<file path="config.mk">
export PLATFORM = sky130hd
export DESIGN_NAME = alu_arbiter
export DESIGN_NICKNAME = d
export VERILOG_FILES = /design/src/rtl/alu_pkg.sv /design/src/rtl/alu_arbiter.sv
export SDC_FILE = /design/constraint.sdc
export NUM_CORES = 1
export LEC_CHECK = 0
export CAP_MARGIN = 30
export CORE_AREA = 4 4 143 104
export DETAILED_ROUTE_END_ITERATION = 8
export DIE_AREA = 0 0 147 108
export GPL_TIMING_DRIVEN = 0
export PLACE_DENSITY_LB_ADDON = 0.05
export SYNTH_ARGS = -nofsm -noshare
export SYNTH_HDL_FRONTEND = slang
export SYNTH_SLANG_ARGS = --single-unit
</file>
<file path="constraint.sdc">
create_clock -name clk -period 4.6 [get_ports clk]
set_clock_uncertainty 0.05 [all_clocks]
set_input_delay 0.92 -clock clk [delete_from_list [all_inputs] [get_ports clk]]
set_output_delay 0.92 -clock clk [all_outputs]
set_load 0.1 [all_outputs]
</file>
<file path="src/rtl/alu_pkg.sv">
// rtl/alu_pkg.sv - ALU operator encoding shared by the ALU and its arbiter
package alu_pkg;

    typedef enum logic [3:0] {
        ALU_ADD  = 4'd0,
        ALU_SUB  = 4'd1,
        ALU_AND  = 4'd2,
        ALU_OR   = 4'd3,
        ALU_XOR  = 4'd4,
        ALU_SLTS = 4'd5,
        ALU_SLTU = 4'd6
    } alu_opcode_e;

endpackage

</file>
<file path="src/rtl/alu_arbiter.sv">
// rtl/alu_arbiter.sv - round-robin sharing of one combinational ALU between two requesters
module alu_arbiter
    import alu_pkg::*;
#(
    parameter int DATA_WIDTH = 32
) (
    input  logic                  clk,
    input  logic                  reset,

    input  logic                  req0_valid_ip,
    output logic                  req0_ready_op,
    input  alu_opcode_e           req0_operator_ip,
    input  logic [DATA_WIDTH-1:0] req0_operand_a_ip,
    input  logic [DATA_WIDTH-1:0] req0_operand_b_ip,
    output logic                  rsp0_valid_op,
    input  logic                  rsp0_ready_ip,
    output logic [DATA_WIDTH-1:0] rsp0_result_op,
    output logic                  rsp0_error_op,

    input  logic                  req1_valid_ip,
    output logic                  req1_ready_op,
    input  alu_opcode_e           req1_operator_ip,
    input  logic [DATA_WIDTH-1:0] req1_operand_a_ip,
    input  logic [DATA_WIDTH-1:0] req1_operand_b_ip,
    output logic                  rsp1_valid_op,
    input  logic                  rsp1_ready_ip,
    output logic [DATA_WIDTH-1:0] rsp1_result_op,
    output logic                  rsp1_error_op,

    output logic                  alu_enable_op,
    output alu_opcode_e           alu_operator_op,
    output logic [DATA_WIDTH-1:0] alu_operand_a_op,
    output logic [DATA_WIDTH-1:0] alu_operand_b_op,
    input  logic [DATA_WIDTH-1:0] alu_result_ip,
    input  logic                  alu_valid_ip
);

    // last_grant = 1 means requester 1 was served most recently
    logic last_grant;
    logic free0, free1;
    logic elig0, elig1;
    logic grant0, grant1;

    always_comb begin
        free0  = !rsp0_valid_op || rsp0_ready_ip;
        free1  = !rsp1_valid_op || rsp1_ready_ip;
        elig0  = req0_valid_ip && free0;
        elig1  = req1_valid_ip && free1;
        // reset gating keeps ready and enable low while reset is held
        grant0 = !reset && elig0 && (!elig1 || last_grant);
        grant1 = !reset && elig1 && (!elig0 || !last_grant);
    end

    assign req0_ready_op = grant0;
    assign req1_ready_op = grant1;

    always_comb begin
        alu_enable_op    = 1'b0;
        alu_operator_op  = ALU_ADD;
        alu_operand_a_op = '0;
        alu_operand_b_op = '0;
        if (grant0) begin
            alu_enable_op    = 1'b1;
            alu_operator_op  = req0_operator_ip;
            alu_operand_a_op = req0_operand_a_ip;
            alu_operand_b_op = req0_operand_b_ip;
        end else if (grant1) begin
            alu_enable_op    = 1'b1;
            alu_operator_op  = req1_operator_ip;
            alu_operand_a_op = req1_operand_a_ip;
            alu_operand_b_op = req1_operand_b_ip;
        end
    end

    always_ff @(posedge clk or posedge reset) begin
        if (reset) begin
            last_grant <= 1'b1;
        end else if (grant0) begin
            last_grant <= 1'b0;
        end else if (grant1) begin
            last_grant <= 1'b1;
        end
    end

    // A refill takes priority over a drain at the same edge
    always_ff @(posedge clk or posedge reset) begin
        if (reset) begin
            rsp0_valid_op  <= 1'b0;
            rsp0_result_op <= '0;
            rsp0_error_op  <= 1'b0;
        end else if (grant0) begin
            rsp0_valid_op  <= 1'b1;
            rsp0_result_op <= alu_result_ip;
            rsp0_error_op  <= !alu_valid_ip;
        end else if (rsp0_ready_ip) begin
            rsp0_valid_op  <= 1'b0;
        end
    end

    always_ff @(posedge clk or posedge reset) begin
        if (reset) begin
            rsp1_valid_op  <= 1'b0;
            rsp1_result_op <= '0;
            rsp1_error_op  <= 1'b0;
        end else if (grant1) begin
            rsp1_valid_op  <= 1'b1;
            rsp1_result_op <= alu_result_ip;
            rsp1_error_op  <= !alu_valid_ip;
        end else if (rsp1_ready_ip) begin
            rsp1_valid_op  <= 1'b0;
        end
    end

endmodule
</file>
# [Word level (Yosys, flattened, before mapping)]
# Index checks and enable logic that the tools add are counted.
[word_totals] ff_bits=69 word_cells=41 inputBits=175 out_inout_bits=139
[op_classes] n_reduce_logical=20 mux=14
[ops] operator="32-bit 2-to-1 mux" count=4
[ops] operator="1-bit 2-to-1 mux" count=8
[ops] operator="4-bit 2-to-1 mux" count=2
[ops] operator="1-bit zero test" count=7
[ops] operator="1-bit logical AND" count=6
[ops] operator="2-bit nonzero test" count=3
[ops] operator="1-bit logical OR" count=4

# [Longest topological paths before layout]
[logic_depth] word_depth=8 depth_mapped=6

# [Least setup slack after synthesis]
# OpenSTA, ideal clock, no wires.
[synth_timing] path_type="input to output" start="input reset" end="output alu_operand_a_op[24]" n_path_buf=2 path_stages=5 required_time_ns=3.630 arrival_ns=5.006 setup_slack_ns=-1.376 cell_sequence="buf_2 clkinv_1 clkbuf_1 nand2_1 o32ai_1"
[synth_via] elab_chain_cells=5
[synth_lines] element="start: declaration" line_no="alu_arbiter.sv:8" rtl="input logic reset,"
[synth_lines] element="1-bit zero test (no source line) (*)"
[synth_lines] element="1-bit logical AND (2 in a row)" line_no="alu_arbiter.sv:51" rtl="grant1 = !reset && elig1 && (!elig0 || !last_grant);"
[synth_lines] element="32-bit 2-to-1 mux" line_no="alu_arbiter.sv:67" rtl="end else if (grant1) begin"
[synth_lines] element="32-bit 2-to-1 mux (*)" line_no="alu_arbiter.sv:62" rtl="if (grant0) begin"
[synth_lines] element="end: declaration" line_no="alu_arbiter.sv:32" rtl="output logic [DATA_WIDTH-1:0] alu_operand_a_op,"
# Mark *: on every way between the ends. The rest lies on a longest branch, timed or not.

# [Worst setup path in the final report]
[layout_timing] start="input rsp0_ready_ip" end="output alu_operand_b_op[1]"
[layout_via] elab_chain_cells=7
[layout_lines] element="start: declaration" line_no="alu_arbiter.sv:16" rtl="input logic rsp0_ready_ip,"
[layout_lines] element="1-bit logical OR (*)" line_no="alu_arbiter.sv:45" rtl="free0 = !rsp0_valid_op || rsp0_ready_ip;"
[layout_lines] element="1-bit logical AND (*)" line_no="alu_arbiter.sv:47" rtl="elig0 = req0_valid_ip && free0;"
[layout_lines] element="1-bit zero test" line_no="alu_arbiter.sv:51"
[layout_lines] element="1-bit logical OR" line_no="alu_arbiter.sv:51"
[layout_lines] element="1-bit logical AND" line_no="alu_arbiter.sv:51"
[layout_lines] element="32-bit 2-to-1 mux" line_no="alu_arbiter.sv:67"
[layout_lines] element="32-bit 2-to-1 mux (*)" line_no="alu_arbiter.sv:62"
[layout_lines] element="end: declaration" line_no="alu_arbiter.sv:33" rtl="output logic [DATA_WIDTH-1:0] alu_operand_b_op,"
# Marked as above.

==> flow_summary.toml <==
[worst_setup_path]
arrival_ns = 3.51
worst-path-max-fanout = 10
max_stage_delay_ns = 1.21
cp-start-kind = "primary input"
crit_slowest_cell = "clkdlybuf4s50_1"
r2r_end = "rsp1_result_op[23]$_DFFE_PP0P_"
crit_required_ns = 3.63
timing.critical_path.buf_inv = 3
crit_chain = "clkdlybuf4s50_1, nand2b_1, o211ai_2, buf_2, o32ai_1, clkdlybuf4s50_1"
timing.rr.start = "last_grant$_DFFE_PP1P_"
r2r_slack_ns = 2.83
cp-end-kind = "primary output"
worstSetupPathType = "in -> out"
critical-path-top-delay-family = "buffers and inverters"
cp_common_cell = "clkdlybuf4s50_1"
reg2reg_depth = 4

[synth]
synth_top_family_by_area = "multiplexers"
synth_xor_area_share_pct = 0
yosys.area.top_type_share_pct = 41.4
synth_compound_area_share_pct = 16.4
synth_seq_cells = 69
synth.avg_cell_area_sq_um = 10.3
synth_warnings = 0
async_flop_share_pct = 100
yosysTopAreaCell = "dfrtp_1"
synth_edf_count = 0
syn-cell-area_sq_um = 4110
synthMuxAreaShare_pct = 22.3
ys_seq_area_share_pct = 42.1
syn_inst = 398
yosys.cell_count.top_type = "inv_1"
synth_top_cells_by_count = "inv_1, nand2_1, dfrtp_1, o32ai_1, mux2_4"
syn-num-nets = 573
synth_cell_type_count = 24
synthAdderAreaFrac_pct = 0
synth_flop_cell = "dfrtp_1"
synthSimpleGateAreaFrac_pct = 7.98
synthTopCellsByArea = "dfrtp_1, mux2_4, o32ai_1"

[global_route]
grt_max_degree = 49
overflow = 0
grt_first_pass_wirelength_mm = 24.6
first_global_vias = 4469
grt_usage_pct = 19.6
antenna_found_initial = 0

[cts]
cts_tree = "built"
cts.sinks = 69
numCtsBuffers = 9
hold_buffers = 0
clockBufferDepth = 2
h-tree-depth = 3
clk_pin_slew_ns = 0.05
clkLatencyLatePin_ns = 0.32
cts_root_buf = "clkbuf_16"

[floorplan]
ios = 314
start_util_pct = 30.3
die_w_um = 147
num_rows = 36
die_y_um = 108
dieArea_sq_um = 15900
core_sq_um = 13600

[finish]
nets = 901
multiInputGateArea_sq_um = 2220
n_fill_cell = 1154
drive_gt1_share_pct = 19.6
n_antenna_cell = 0
regArea_sq_um = 1730
area_growth_pct = 99.5

[timing]
rsz0062_at_grt = "no"
tightest_slew_ns = 1.03
slew_headroom_pct = 31.3
final_hold_viol_count = 0
finalSetupTns_ns = 0
finalWorstSetupSlack_ns = 0.117
post-route-min-period_ns = 4.48
fmax_ghz = 0.223
finalSetupViolations = 0
post-route-period-util_pct = 97.5
maxSlewViolCount = 0

[route]
vias = 4326
drtIter0Drc = 132
wirelength_mm = 16.4
dr.pass1.iters = 4
viasPerCell = 4.70
avgRoutedWirePerCell_um = 17.8
ant_nets = 0
drcViolationCount = 0

[worst_hold_path]
worstHoldEndpoint = "rsp0_result_op[0]$_DFFE_PP0P_"
hold_depth = 1
hold_path.class = "reg -> reg"
worstHoldStart = "rsp0_result_op[0]$_DFFE_PP0P_"

[outcome]
status = "finished, final reports clean"

[flow_run]
maxCapViolCount = 0

[placement]
detailed_place_hpwl_mm = 13.4
port_buffers = 312
place_congestion = 0.820
detailedPlace.worstSlack_ns = -0.227

[power]
ir_drop_mv = 0.406
p_total_w = 0.00451
p_leak_nw = 3.87
power.density_nw_per_um2 = 551
==> power by group <==
group | internal, W | total [W] | switching [W]
Sequential | 0.000779 | 0.000878 | 0.0000990
Combinational | 0.000769 | 0.00283 | 0.00206
Clock | 0.000546 | 0.000804 | 0.000258
Total | 0.00209 | 0.00451 | 0.00242
==> worst max path at each step <==
stage                                   start                    to  depth (start not counted)
floorplan           rsp1_valid_op$_DFFE_PP0P_  alu_operand_a_op[13]                          5
global placement                        reset  alu_operand_a_op[29]                          6
detailed placement              rsp0_ready_ip  alu_operand_a_op[13]                          7
CTS                             rsp0_ready_ip   alu_operand_b_op[2]                          6
global route                    rsp0_ready_ip  alu_operand_a_op[13]                          7
finish                          rsp0_ready_ip   alu_operand_b_op[1]                          6
==> routing by layer <==
layer	routed length, um	vias up	share of wire [%]	global-route usage, %
li1	-	2037	-	-
met1	6520	2086	40	23.5
met2	8120	179	50	33.2
met3	1440	24	8.8	7.88
met4	309	0	1.9	4.72
met5	0	-	0	0
==> registers in the layout, indices dropped and copies added (netlist names) <==
signal and count:
rsp1_error_op 1, rsp0_valid_op 1, last_grant 1, rsp0_error_op 1
rsp0_result_op 32, rsp1_result_op 32, rsp1_valid_op 1
==> layout by cell type, fill, tap and decap left out, drive strengths merged, types with 3 or more instances in the layout <==
cell type	n
nand2b	3
nand2	71
o211ai	4
buf	20
clkdlybuf4s50	249
inv	73
mux2	64
bufinv	3
dfrtp	68
and2b	3
dlygate4sd2	58
o32ai	68
dlymetal6s2s	4
clkbuf	31
==> logic make-up after synthesis <==
logic type | after synthesis
compound gates | 74
simple gates | 81
mux | 66
flops | 69
buf+inv | 108
==> cell type report <==
class	count	share of cell area, %
Clock buffer	11	2.96
Multi-Input combinational cell	221	27.1
Inverter	73	3.34
Timing Repair Buffer	317	39.0
Sequential cell	69	21.1
Clock inverter	5	1.30
Tap cell	190	2.90
Buffer	35	2.32
==> worst reg2reg max path: stages (launching register included) <==
cell and delay, ns:
dfstp_2 0.53, nand2_1 0.12, o211ai_4 0.38, buf_6 0.25, mux2_4 0.32
==> what timing repair did <==
action | in CTS | in global routing
setup buffers | 0 | 0
resized for setup | 59 | 6
hold endpoints to repair | 0 | 0
endpoints found under the setup margin | 59 | 5
==> metrics by stage <==
stage	cells	area (sq um)	hold WS, ns	util (%)
2_1_floorplan	398	4410	0.457	-
3_3_place_gp	900	7770	0.430	57.3
3_5_place_dp	904	7880	0.442	58.1
4_1_cts	920	8160	0.455	60.2
5_1_grt	921	8200	0.459	60.5
6_report	921	8200	0.451	60.5
Power figures use the tool's default switching activity.
